[config.mk]
export PLATFORM = sky130hd
export DESIGN_NAME = mb_frame_tx_flat
export DESIGN_NICKNAME = d
export VERILOG_FILES = /design/src/rtl/mb_frame_tx_pkg.sv /design/src/rtl/mb_frame_tx_if.sv /design/src/rtl/mb_frame_tx_crc16.sv /design/src/rtl/mb_frame_tx.sv /design/src/flat_wrapper.sv
export SDC_FILE = /design/constraint.sdc
export NUM_CORES = 1
export LEC_CHECK = 0
export BUFFER_PORTS_ARGS = -buffer_cell sky130_fd_sc_hd__buf_2
export CORE_MARGIN = 4
export CORE_UTILIZATION = 35
export DETAILED_ROUTE_END_ITERATION = 10
export PLACE_DENSITY_LB_ADDON = 0.25
export SYNTH_ARGS = -nofsm -noshare
export SYNTH_HDL_FRONTEND = slang
export SYNTH_SLANG_ARGS = --single-unit
[constraint.sdc]
create_clock -name clk -period 6.5 [get_ports clk]
set_clock_uncertainty 0.2 [all_clocks]
set_input_delay 1.3 -clock clk [delete_from_list [all_inputs] [get_ports clk]]
set_output_delay 1.3 -clock clk [all_outputs]
set_load 0.01 [all_outputs]
[src/rtl/mb_frame_tx_pkg.sv]
// Shared constants, state encoding and gap-length helper for the Modbus RTU frame transmitter.
// The GAP state exists only when MB_FRAME_GAP_EN is defined.
package mb_frame_tx_pkg;

  localparam logic [15:0] CRC_POLY  = 16'hA001;
  localparam logic [15:0] CRC_INIT  = 16'hFFFF;
  localparam int unsigned CHAR_BITS = 10;

  typedef enum logic [2:0] {
    ST_IDLE   = 3'd0,
    ST_NEXT   = 3'd1,
    ST_ISSUE  = 3'd2,
    ST_WAIT   = 3'd3,
    ST_CRC_LO = 3'd4,
    ST_CRC_HI = 3'd5
`ifdef MB_FRAME_GAP_EN
    ,
    ST_GAP    = 3'd6
`endif
  } state_e;

  // T3.5 silence in clock cycles; fixed 1.75 ms above 19200 baud.
  function automatic int unsigned gap_cycles(input int unsigned clk_hz, input int unsigned baud);
    if (baud > 19200) return (clk_hz * 7) / 4000;
    else              return (clk_hz / baud) * ((CHAR_BITS * 7) / 2);
  endfunction

endpackage

[src/rtl/mb_frame_tx_if.sv]
// Payload stream and UART byte-transmitter handshake for the frame transmitter.
interface mb_frame_tx_if;
  logic [7:0] in_data;
  logic       in_valid;
  logic       in_last;
  logic       in_ready;
  logic [7:0] tx_data;
  logic       tx_data_f;
  logic       tx_send_finish;

  modport master (
    output in_data, in_valid, in_last, tx_send_finish,
    input  in_ready, tx_data, tx_data_f
  );

  modport slave (
    input  in_data, in_valid, in_last, tx_send_finish,
    output in_ready, tx_data, tx_data_f
  );
endinterface

[src/rtl/mb_frame_tx_crc16.sv]
// Combinational one-byte Modbus CRC16 update (reflected poly A001, no final XOR).
module mb_frame_tx_crc16
  import mb_frame_tx_pkg::*;
(
  input  logic [15:0] crc_in,
  input  logic [7:0]  data,
  output logic [15:0] crc_out_c
);

  logic [15:0] acc;

  always_comb begin
    acc = crc_in ^ {8'h00, data};
    for (int i = 0; i < 8; i++) begin
      acc = acc[0] ? ((acc >> 1) ^ CRC_POLY) : (acc >> 1);
    end
    crc_out_c = acc;
  end

endmodule

[src/rtl/mb_frame_tx.sv]
// Modbus RTU frame transmitter: payload bytes -> UART byte sender, appends CRC16, then T3.5 silence.
// Define MB_FRAME_GAP_EN to enforce the inter-frame gap; otherwise the frame ends right after CRC_HI.
module mb_frame_tx
  import mb_frame_tx_pkg::*;
#(
  parameter int unsigned CLK_HZ  = 50_000_000,
  parameter int unsigned BAUD    = 9600,
  parameter int unsigned MAX_LEN = 256
) (
  input  logic         clk,
  input  logic         rst_n,
  mb_frame_tx_if.slave bus,
  output logic         busy,
  output logic         frame_done,
  output logic         err_len
);

  localparam int unsigned CNT_W   = $clog2(MAX_LEN);
  localparam int unsigned MAX_PAY = MAX_LEN - 2;

  if (MAX_LEN < 3 || BAUD == 0 || CLK_HZ < BAUD * CHAR_BITS) begin : g_cfg_err
    $error("mb_frame_tx: unsupported CLK_HZ/BAUD/MAX_LEN combination");
  end

`ifdef MB_FRAME_GAP_EN
  localparam int unsigned GAP_CYC = gap_cycles(CLK_HZ, BAUD);
  localparam int unsigned GAP_W   = $clog2(GAP_CYC);
  logic [GAP_W-1:0] gap_q, gap_d;
`endif

  state_e      state_q, state_d;
  logic [7:0]  tx_data_q, tx_data_d;
  logic        tx_f_q, tx_f_d;
  logic        in_ready_q, in_ready_d;
  logic        busy_q, busy_d;
  logic        done_q, done_d;
  logic        err_q, err_d;
  logic [15:0] crc_q, crc_d;
  logic [CNT_W-1:0] cnt_q, cnt_d;
  logic        last_q, last_d;

  logic        accept_c;
  logic [15:0] crc_seed_c;
  logic [15:0] crc_next_c;
  logic [CNT_W-1:0] cnt_inc_c;

  assign accept_c   = bus.in_valid && in_ready_q;
  assign crc_seed_c = (state_q == ST_IDLE) ? CRC_INIT : crc_q;
  assign cnt_inc_c  = (state_q == ST_IDLE) ? CNT_W'(1) : cnt_q + CNT_W'(1);

  mb_frame_tx_crc16 u_crc (
    .crc_in    (crc_seed_c),
    .data      (bus.in_data),
    .crc_out_c (crc_next_c)
  );

  // Next-state and registered-output logic
  always_comb begin
    state_d    = state_q;
    tx_data_d  = tx_data_q;
    tx_f_d     = 1'b0;
    in_ready_d = in_ready_q;
    done_d     = 1'b0;
    err_d      = 1'b0;
    crc_d      = crc_q;
    cnt_d      = cnt_q;
    last_d     = last_q;
`ifdef MB_FRAME_GAP_EN
    gap_d      = gap_q;
`endif

    case (state_q)
      ST_IDLE, ST_NEXT: begin
        in_ready_d = 1'b1;
        if (accept_c) begin
          tx_data_d  = bus.in_data;
          crc_d      = crc_next_c;
          cnt_d      = cnt_inc_c;
          last_d     = bus.in_last;
          // Reaching the payload limit closes the frame even without in_last.
          if (!bus.in_last && cnt_inc_c == CNT_W'(MAX_PAY)) begin
            last_d = 1'b1;
            err_d  = 1'b1;
          end
          tx_f_d     = 1'b1;
          in_ready_d = 1'b0;
          state_d    = ST_ISSUE;
        end
      end
      ST_ISSUE: state_d = ST_WAIT;
      ST_WAIT: begin
        if (bus.tx_send_finish) begin
          if (last_q) begin
            tx_data_d = crc_q[7:0];
            tx_f_d    = 1'b1;
            state_d   = ST_CRC_LO;
          end else begin
            in_ready_d = 1'b1;
            state_d    = ST_NEXT;
          end
        end
      end
      // CRC states strobe on entry; a finish during the strobe cycle is ignored.
      ST_CRC_LO: begin
        if (bus.tx_send_finish && !tx_f_q) begin
          tx_data_d = crc_q[15:8];
          tx_f_d    = 1'b1;
          state_d   = ST_CRC_HI;
        end
      end
      ST_CRC_HI: begin
        if (bus.tx_send_finish && !tx_f_q) begin
`ifdef MB_FRAME_GAP_EN
          gap_d   = '0;
          state_d = ST_GAP;
`else
          done_d     = 1'b1;
          in_ready_d = 1'b1;
          state_d    = ST_IDLE;
`endif
        end
      end
`ifdef MB_FRAME_GAP_EN
      ST_GAP: begin
        if (gap_q == GAP_W'(GAP_CYC - 2)) begin
          done_d     = 1'b1;
          in_ready_d = 1'b1;
          state_d    = ST_IDLE;
        end else begin
          gap_d = gap_q + GAP_W'(1);
        end
      end
`endif
      default: state_d = ST_IDLE;
    endcase

    busy_d = (state_d != ST_IDLE);
  end

  always_ff @(posedge clk or negedge rst_n) begin
    if (!rst_n) begin
      state_q    <= ST_IDLE;
      tx_data_q  <= 8'h00;
      tx_f_q     <= 1'b0;
      in_ready_q <= 1'b0;
      busy_q     <= 1'b0;
      done_q     <= 1'b0;
      err_q      <= 1'b0;
      crc_q      <= CRC_INIT;
      cnt_q      <= '0;
      last_q     <= 1'b0;
`ifdef MB_FRAME_GAP_EN
      gap_q      <= '0;
`endif
    end else begin
      state_q    <= state_d;
      tx_data_q  <= tx_data_d;
      tx_f_q     <= tx_f_d;
      in_ready_q <= in_ready_d;
      busy_q     <= busy_d;
      done_q     <= done_d;
      err_q      <= err_d;
      crc_q      <= crc_d;
      cnt_q      <= cnt_d;
      last_q     <= last_d;
`ifdef MB_FRAME_GAP_EN
      gap_q      <= gap_d;
`endif
    end
  end

  assign bus.in_ready  = in_ready_q;
  assign bus.tx_data   = tx_data_q;
  assign bus.tx_data_f = tx_f_q;
  assign busy          = busy_q;
  assign frame_done    = done_q;
  assign err_len       = err_q;

endmodule

[src/flat_wrapper.sv]
// flat-port wrapper written by rule: the top's interface ports become plain ports
module mb_frame_tx_flat import mb_frame_tx_pkg::*;
#(
  parameter int unsigned CLK_HZ  = 50_000_000,
  parameter int unsigned BAUD    = 9600,
  parameter int unsigned MAX_LEN = 256
)
  (clk, rst_n, busy, frame_done, err_len, bus_in_data, bus_in_valid, bus_in_last, bus_tx_send_finish, bus_in_ready, bus_tx_data, bus_tx_data_f);
  mb_frame_tx_if bus_i ();
  input  logic clk;
  input  logic rst_n;
  output logic busy;
  output logic frame_done;
  output logic err_len;
  input wire logic [$bits(bus_i.in_data)-1:0] bus_in_data;
  input wire logic [$bits(bus_i.in_valid)-1:0] bus_in_valid;
  input wire logic [$bits(bus_i.in_last)-1:0] bus_in_last;
  input wire logic [$bits(bus_i.tx_send_finish)-1:0] bus_tx_send_finish;
  output wire logic [$bits(bus_i.in_ready)-1:0] bus_in_ready;
  output wire logic [$bits(bus_i.tx_data)-1:0] bus_tx_data;
  output wire logic [$bits(bus_i.tx_data_f)-1:0] bus_tx_data_f;
  assign bus_i.in_data = bus_in_data;
  assign bus_i.in_valid = bus_in_valid;
  assign bus_i.in_last = bus_in_last;
  assign bus_i.tx_send_finish = bus_tx_send_finish;
  assign bus_in_ready = bus_i.in_ready;
  assign bus_tx_data = bus_i.tx_data;
  assign bus_tx_data_f = bus_i.tx_data_f;
  mb_frame_tx #(.CLK_HZ(CLK_HZ), .BAUD(BAUD), .MAX_LEN(MAX_LEN)) u_core (.clk(clk), .rst_n(rst_n), .bus(bus_i), .busy(busy), .frame_done(frame_done), .err_len(err_len));
endmodule
# ---- Word-level counts from Yosys, hierarchy flattened
# Index checks and enable logic that the tools add are counted.
dict set report op_classes {
  addsub 1
  eq_ne 12
  muxes 36
  bitwise_logic 9
  reduce_logical 13
}
# op count
set ops {}
lappend ops {{$mux 16} 9}
lappend ops {{$mux 8} 5}
lappend ops {{$not 2->3} 8}
lappend ops {{$pmux 8 s3} 1}
lappend ops {{$xor 16x8->16} 1}
lappend ops {{$mux 3} 5}
lappend ops {{$pmux 3 s5} 1}
lappend ops {{$mux 1} 13}
lappend ops {{$reduce_bool 3->1} 3}
lappend ops {{$add 8x1->8 const B} 1}
lappend ops {{$eq 8x8->1 const B} 1}
lappend ops {{$ne 2x1->1 const B} 4}
lappend ops {{$eq 3x2->1 const B} 2}
lappend ops {{$eq 3x3->1 const B} 2}
lappend ops {{$pmux 1 s3} 2}
lappend ops {{$reduce_and 5->1} 1}
lappend ops {{$ne 2x2->1 const B} 2}
lappend ops {{$reduce_and 4->1} 1}
lappend ops {{$eq 3x1->1 const B} 1}
lappend ops {{$logic_and 1x1->1} 3}
lappend ops {{$logic_not 3->1} 1}
lappend ops {{$logic_not 1->1} 2}
lappend ops {{$reduce_and 2->1} 1}
lappend ops {{$reduce_or 2->1} 1}
dict set report totals {
  regBits 41
  in_bits 13
  out_inout_bits 13
}

# ---- Longest topological paths before layout
dict set report logic_depth {
  ltp_word 19
  ltp_mapped 9
  mapped_depth_nobuf 6
}

# ---- Cells and area by module
# From an unflattened synthesis, not the netlist that was laid out.
dict set report unflattened {
  cells_unflattened 271
  hier_area_um2 2491.1
}
# mod n_inst cells_each area_each_um2
set modules_own_cells {}
lappend modules_own_cells {mb_frame_tx 1 243 2197.1}
lappend modules_own_cells {mb_frame_tx_crc16 1 28 294.0}

# ---- Worst setup path after synthesis
# Ideal clock, no wire load.
dict set report synth_path {
  path_kind {input port to flip-flop}
  from {input bus_in_data[4]}
  to {register u_core.crc_q[15]}
  t_arrival_ns 2.637
  setup_slack_ns 3.581
  stages 5
  path_buffers 0
  cell_sequence {xnor2_1 xnor2_1 xor2_1 xor3_1 mux2_2}
}
dict set report synth_between {
  elab_chain_len 10
}
# item line
set synth_lines {}
lappend synth_lines {{start, declared} flat_wrapper.sv:15} ;# input wire logic [$bits(bus_i.in_data)-1:0] bus_in_data;
lappend synth_lines {{$xor 16x8->16 (*)} mb_frame_tx_crc16.sv:13} ;# acc = crc_in ^ {8'h00, data};
lappend synth_lines {{$mux 16 (*) (3 in a row)} mb_frame_tx_crc16.sv:15} ;# acc = acc[0] ? ((acc >> 1) ^ CRC_POLY) : (acc >> 1);
lappend synth_lines {{$not 2->3 (no source line)} n/a}
lappend synth_lines {{$mux 16 (*) (5 in a row)} mb_frame_tx_crc16.sv:15}
lappend synth_lines {{end signal, assigned} mb_frame_tx.sv:163} ;# crc_q <= crc_d;
lappend synth_lines {{end, declared} mb_frame_tx.sv:38} ;# logic [15:0] crc_q, crc_d;
# Every way passes the cells marked *; elsewhere a longest branch is shown, timed or not.
# A chain may end at the register's enable or synchronous reset.

# ---- Final worst setup path
dict set report layout_path {
  from {register u_core.state_q[0]}
  to {register u_core.crc_q[15]}
}
dict set report layout_between {
  elab_chain_len 12
}
# item line
set layout_lines {}
lappend layout_lines {{start, declared} mb_frame_tx.sv:31} ;# state_e state_q, state_d;
lappend layout_lines {{start signal, assigned} mb_frame_tx.sv:156} ;# state_q <= state_d;
lappend layout_lines {{$logic_not 3->1} {mb_frame_tx.sv:48, mb_frame_tx.sv:72}}
lappend layout_lines {{$mux 16} mb_frame_tx.sv:48} ;# assign crc_seed_c = (state_q == ST_IDLE) ? CRC_INIT : crc_q;
lappend layout_lines {{$xor 16x8->16} mb_frame_tx_crc16.sv:13}
lappend layout_lines {{$mux 16 / $not 2->3 (equally long branches) (6 in a row)} n/a}
lappend layout_lines {{$not 2->3 (no source line) / $mux 16 (equally long branches)} n/a}
lappend layout_lines {{$mux 16 (2 in a row)} mb_frame_tx_crc16.sv:15}
# Several ways; a longest one is shown, not always the timed one.

==> results.md <==
- EDFF count, synth: 0
- Clock tree from TritonCTS: done
- Commonest register cell after synthesis: sky130_fd_sc_hd__dfrtp_1
- RSZ-0062 raised after global routing: no
- Vertical extent of the die: 89.2 µm
- Arrival time of data at the critical path endpoint: 3.10 ns
- Share of the core filled with cells: 40.7%
- Worst slew margin: 37.7%
- Number of global-route vias before repair: 1845
- Number of cells produced by synthesis: 259
- Total leakage power: 1.09 nW
- Total non-filler cell area in the finished layout: 0.00260 mm²
- Met2 track demand over resource: 23.9%
- Synth Net Count: 273
- Clock period minus final worst setup slack: 3.07 ns
- Area contributors post-synth: sky130_fd_sc_hd__dfrtp_1, sky130_fd_sc_hd__dfstp_2, sky130_fd_sc_hd__xnor2_1
- Share of the clock period used by the worst path: 47.2%
- Antenna viol nets, final: 0
- Transition time at the pin with the least slew margin: 0.934 ns
- Starting DRC count in detailed routing: 104
- Largest fanout on the critical path: 25
- Max Fclk: 0.326 GHz
- Postcts setup bufs: 0
- Cell area after synthesis: 0.00231 mm²
- Total Neg Setup Slack: 0 ns
- Post-synth ARST share: 100%
- Most common cell in the netlist: sky130_fd_sc_hd__nor2_1
- Global routing usage on met1: 21.7%
- Hold bufs inserted after CTS: 0
- Growth of design area from synthesis to finish: 12.6%
- Cts bufs inserted: 5
- Most frequent cells after synthesis: sky130_fd_sc_hd__nor2_1, sky130_fd_sc_hd__o21ai_0, sky130_fd_sc_hd__nand2_1
- Post-Place Cells: 348
- Critical Path End Type: register
- Total congestion overflow after global routing: 0
- Power per unit of standard cell area: 603 mW/mm²
- Kind of start point of the critical path: register
- Parity-gate share of the synthesized area counting xor and xnor cells: 14.8%
- Crit Path Class: reg -> reg
- Number of detailed-routing iterations run before antenna repair: 4
- Final Hold Vio Count: 0
- Resized Gates After CTS: 0
- Count of standard-cell rows: 29
- Fin. max-slew vios: 0
- Adder and majority cell fraction of the synthesized area: 0.542%
- Number of I/O pins: 26
- Worst endpoint required time: 6.53 ns
- Die ar.: 0.00796 mm²
- Basic-gate share of the synthesized area counting and, or, nand and nor cells: 18.6%
- Clock latency on the worst-skew pair: 0.30 ns
- Horiz. Die Dim: 89.2 µm
- Post-synthesis cell type with the largest combined area: sky130_fd_sc_hd__dfrtp_1
- Post-synthesis sequential area ratio: 45.3%
- Synth unique cells: 39
- Synthesis-stage register bit count: 41
- Count of endpoints failing setup in the final report: 0
- Fin nets: 292
- Initial core utilization: 36.2%
- Per-cell routed wire length: 15.4 µm
- Clock sink count: 41
- Outcome: finished, final reports clean
- Buffers on Ports: 25
- Detailed-route wire length: 5490 µm
- Post-synthesis area per instance: 8.92 µm²
- Weighted congestion reported at the end of routability-driven placement: 0.830
- Area after DPL: 0.00248 mm²
- Count of max-cap constraint violations: 0
- Htree depth: 2
- Share of cells above drive strength 1: 19.7%
- Cell at the root of the clock tree: sky130_fd_sc_hd__clkbuf_8
- Non-filler cells in the finished layout: 356
- Pin count of the biggest net entering global routing: 42
- Yosys warnings: 0
- Worst-path clk slew: 0.09 ns
- Detailed-route via count: 1856
- Met3 Usage GRT: 3.23%
- Complex-gate fraction of the synthesized area: 16.1%
- Post-route DRC violation count: 0
- Area of the core: 0.00639 mm²
- Initial antenna violation count: 0
- Post-detailed-route via-to-cell ratio: 5.21
- Worst VDD drop: 0.245 mV
- HPWL after detailed placement: 3580 µm
- Share of cell area taken by muxes after synthesis: 0.488%
- Fraction of synthesized cell area taken by the top area cell type: 27.1%
- First-pass GRT wire length: 9540 µm
- Worst-case clock buffer depth: 2
- Diode insertion count for antenna repair: 0
- Main combinational cell family by area after synthesis: simple AND/OR/NAND/NOR gates
- Worst Hold Class: reg -> reg
- Gr usage total: 15.5%
- Global routing's busiest layer: met2
==> final timing paths <==
path	from	end	slack, ns	depth (start not counted)
worst min-delay path	u_core.crc_q[12]	u_core.crc_q[4]	0.29	2
min in group asynchronous	rst_n	u_core.err_len	0.95	1
worst max-delay path	u_core.state_q[0]	u_core.crc_q[15]	3.43	6
worst min register to register	u_core.crc_q[12]	u_core.crc_q[4]	0.29	2
max in group asynchronous	rst_n	u_core.bus.tx_data[7]	4.58	1
worst max register to register	u_core.state_q[0]	u_core.crc_q[15]	3.43	6
==> flip-flops by register name, summed over array words and instances, names as in the netlist <==
name / cells
u_core.crc_q: 16
u_core.bus.tx_data: 8
u_core.cnt_q: 8
u_core.state_q: 3
u_core.bus.in_ready: 1
u_core.bus.tx_data_f: 1
u_core.busy: 1
u_core.err_len: 1
u_core.frame_done: 1
u_core.last_q: 1
==> critical path: stages, from the launching register on <==
cell and delay [ns]:
sky130_fd_sc_hd__dfrtp_1 0.71, sky130_fd_sc_hd__nor3_4 0.71, sky130_fd_sc_hd__nor2_1 0.14, sky130_fd_sc_hd__xnor2_1 0.18, sky130_fd_sc_hd__xnor2_1 0.33, sky130_fd_sc_hd__xor3_1 0.46
sky130_fd_sc_hd__mux2_2 0.27
==> stage by stage <==
stage / total power, mW / setup slack [ns] / hold slack, ns
2_1_floorplan: 1.17 / 3.58 / 0.264
3_3_place_gp: 1.34 / 3.34 / 0.274
3_5_place_dp: 1.35 / 3.28 / 0.279
4_1_cts: 1.58 / 3.43 / 0.293
5_1_grt: 1.72 / 3.21 / 0.311
6_report: 1.57 / 3.43 / 0.291
==> kinds of logic after synthesis <==
kind of cell | Yosys count
flops | 41
buf+inv | 22
compound gates | 63
fa+ha+maj | 1
simple gates | 96
mux | 1
xor+xnor | 35
==> where the power goes <==
group	internal [mW]	total (mW)	switching, mW	leakage, nW
clock network	0.125	0.221	0.0952	0.0585
logic	0.389	0.793	0.404	0.566
registers	0.401	0.553	0.152	0.469
==> layout make-up <==
cell class,instances,area [µm²]
Fill cell,642,3790
Clock buffer,7,86.3
Timing Repair Buffer,27,140
Sequential cell,41,1050
Tap cell,77,96.3
Inverter,7,26.3
Multi-Input combinational cell,196,1170
Clock inverter,1,30.0
==> cells in the final DEF, fill, tap and decap left out, types with 8 or more instances in the layout <==
| master | netlist | layout |
|---|---|---|
| sky130_fd_sc_hd__dfrtp_1 | 25 | 25 |
| sky130_fd_sc_hd__buf_2 | 3 | 25 |
| sky130_fd_sc_hd__xor2_1 | 12 | 12 |
| sky130_fd_sc_hd__nor3_1 | 11 | 10 |
| sky130_fd_sc_hd__nand3_1 | 8 | 8 |
| sky130_fd_sc_hd__o21ai_0 | 29 | 29 |
| sky130_fd_sc_hd__nor2_1 | 38 | 38 |
| sky130_fd_sc_hd__a21oi_1 | 12 | 12 |
| sky130_fd_sc_hd__dfstp_2 | 16 | 16 |
| sky130_fd_sc_hd__xnor2_1 | 20 | 20 |
| sky130_fd_sc_hd__nand2_1 | 26 | 26 |
| sky130_fd_sc_hd__o221ai_1 | 8 | 8 |
==> per-layer routing <==
| layer | vias to the layer above | wire, µm |
|---|---|---|
| met2 | 44 | 2500 |
| li1 | 926 | - |
| met5 | - | 0 |
| met3 | 8 | 231 |
| met1 | 878 | 2680 |
| met4 | 0 | 76 |
Note: power is estimated with default switching activity, not from simulation.
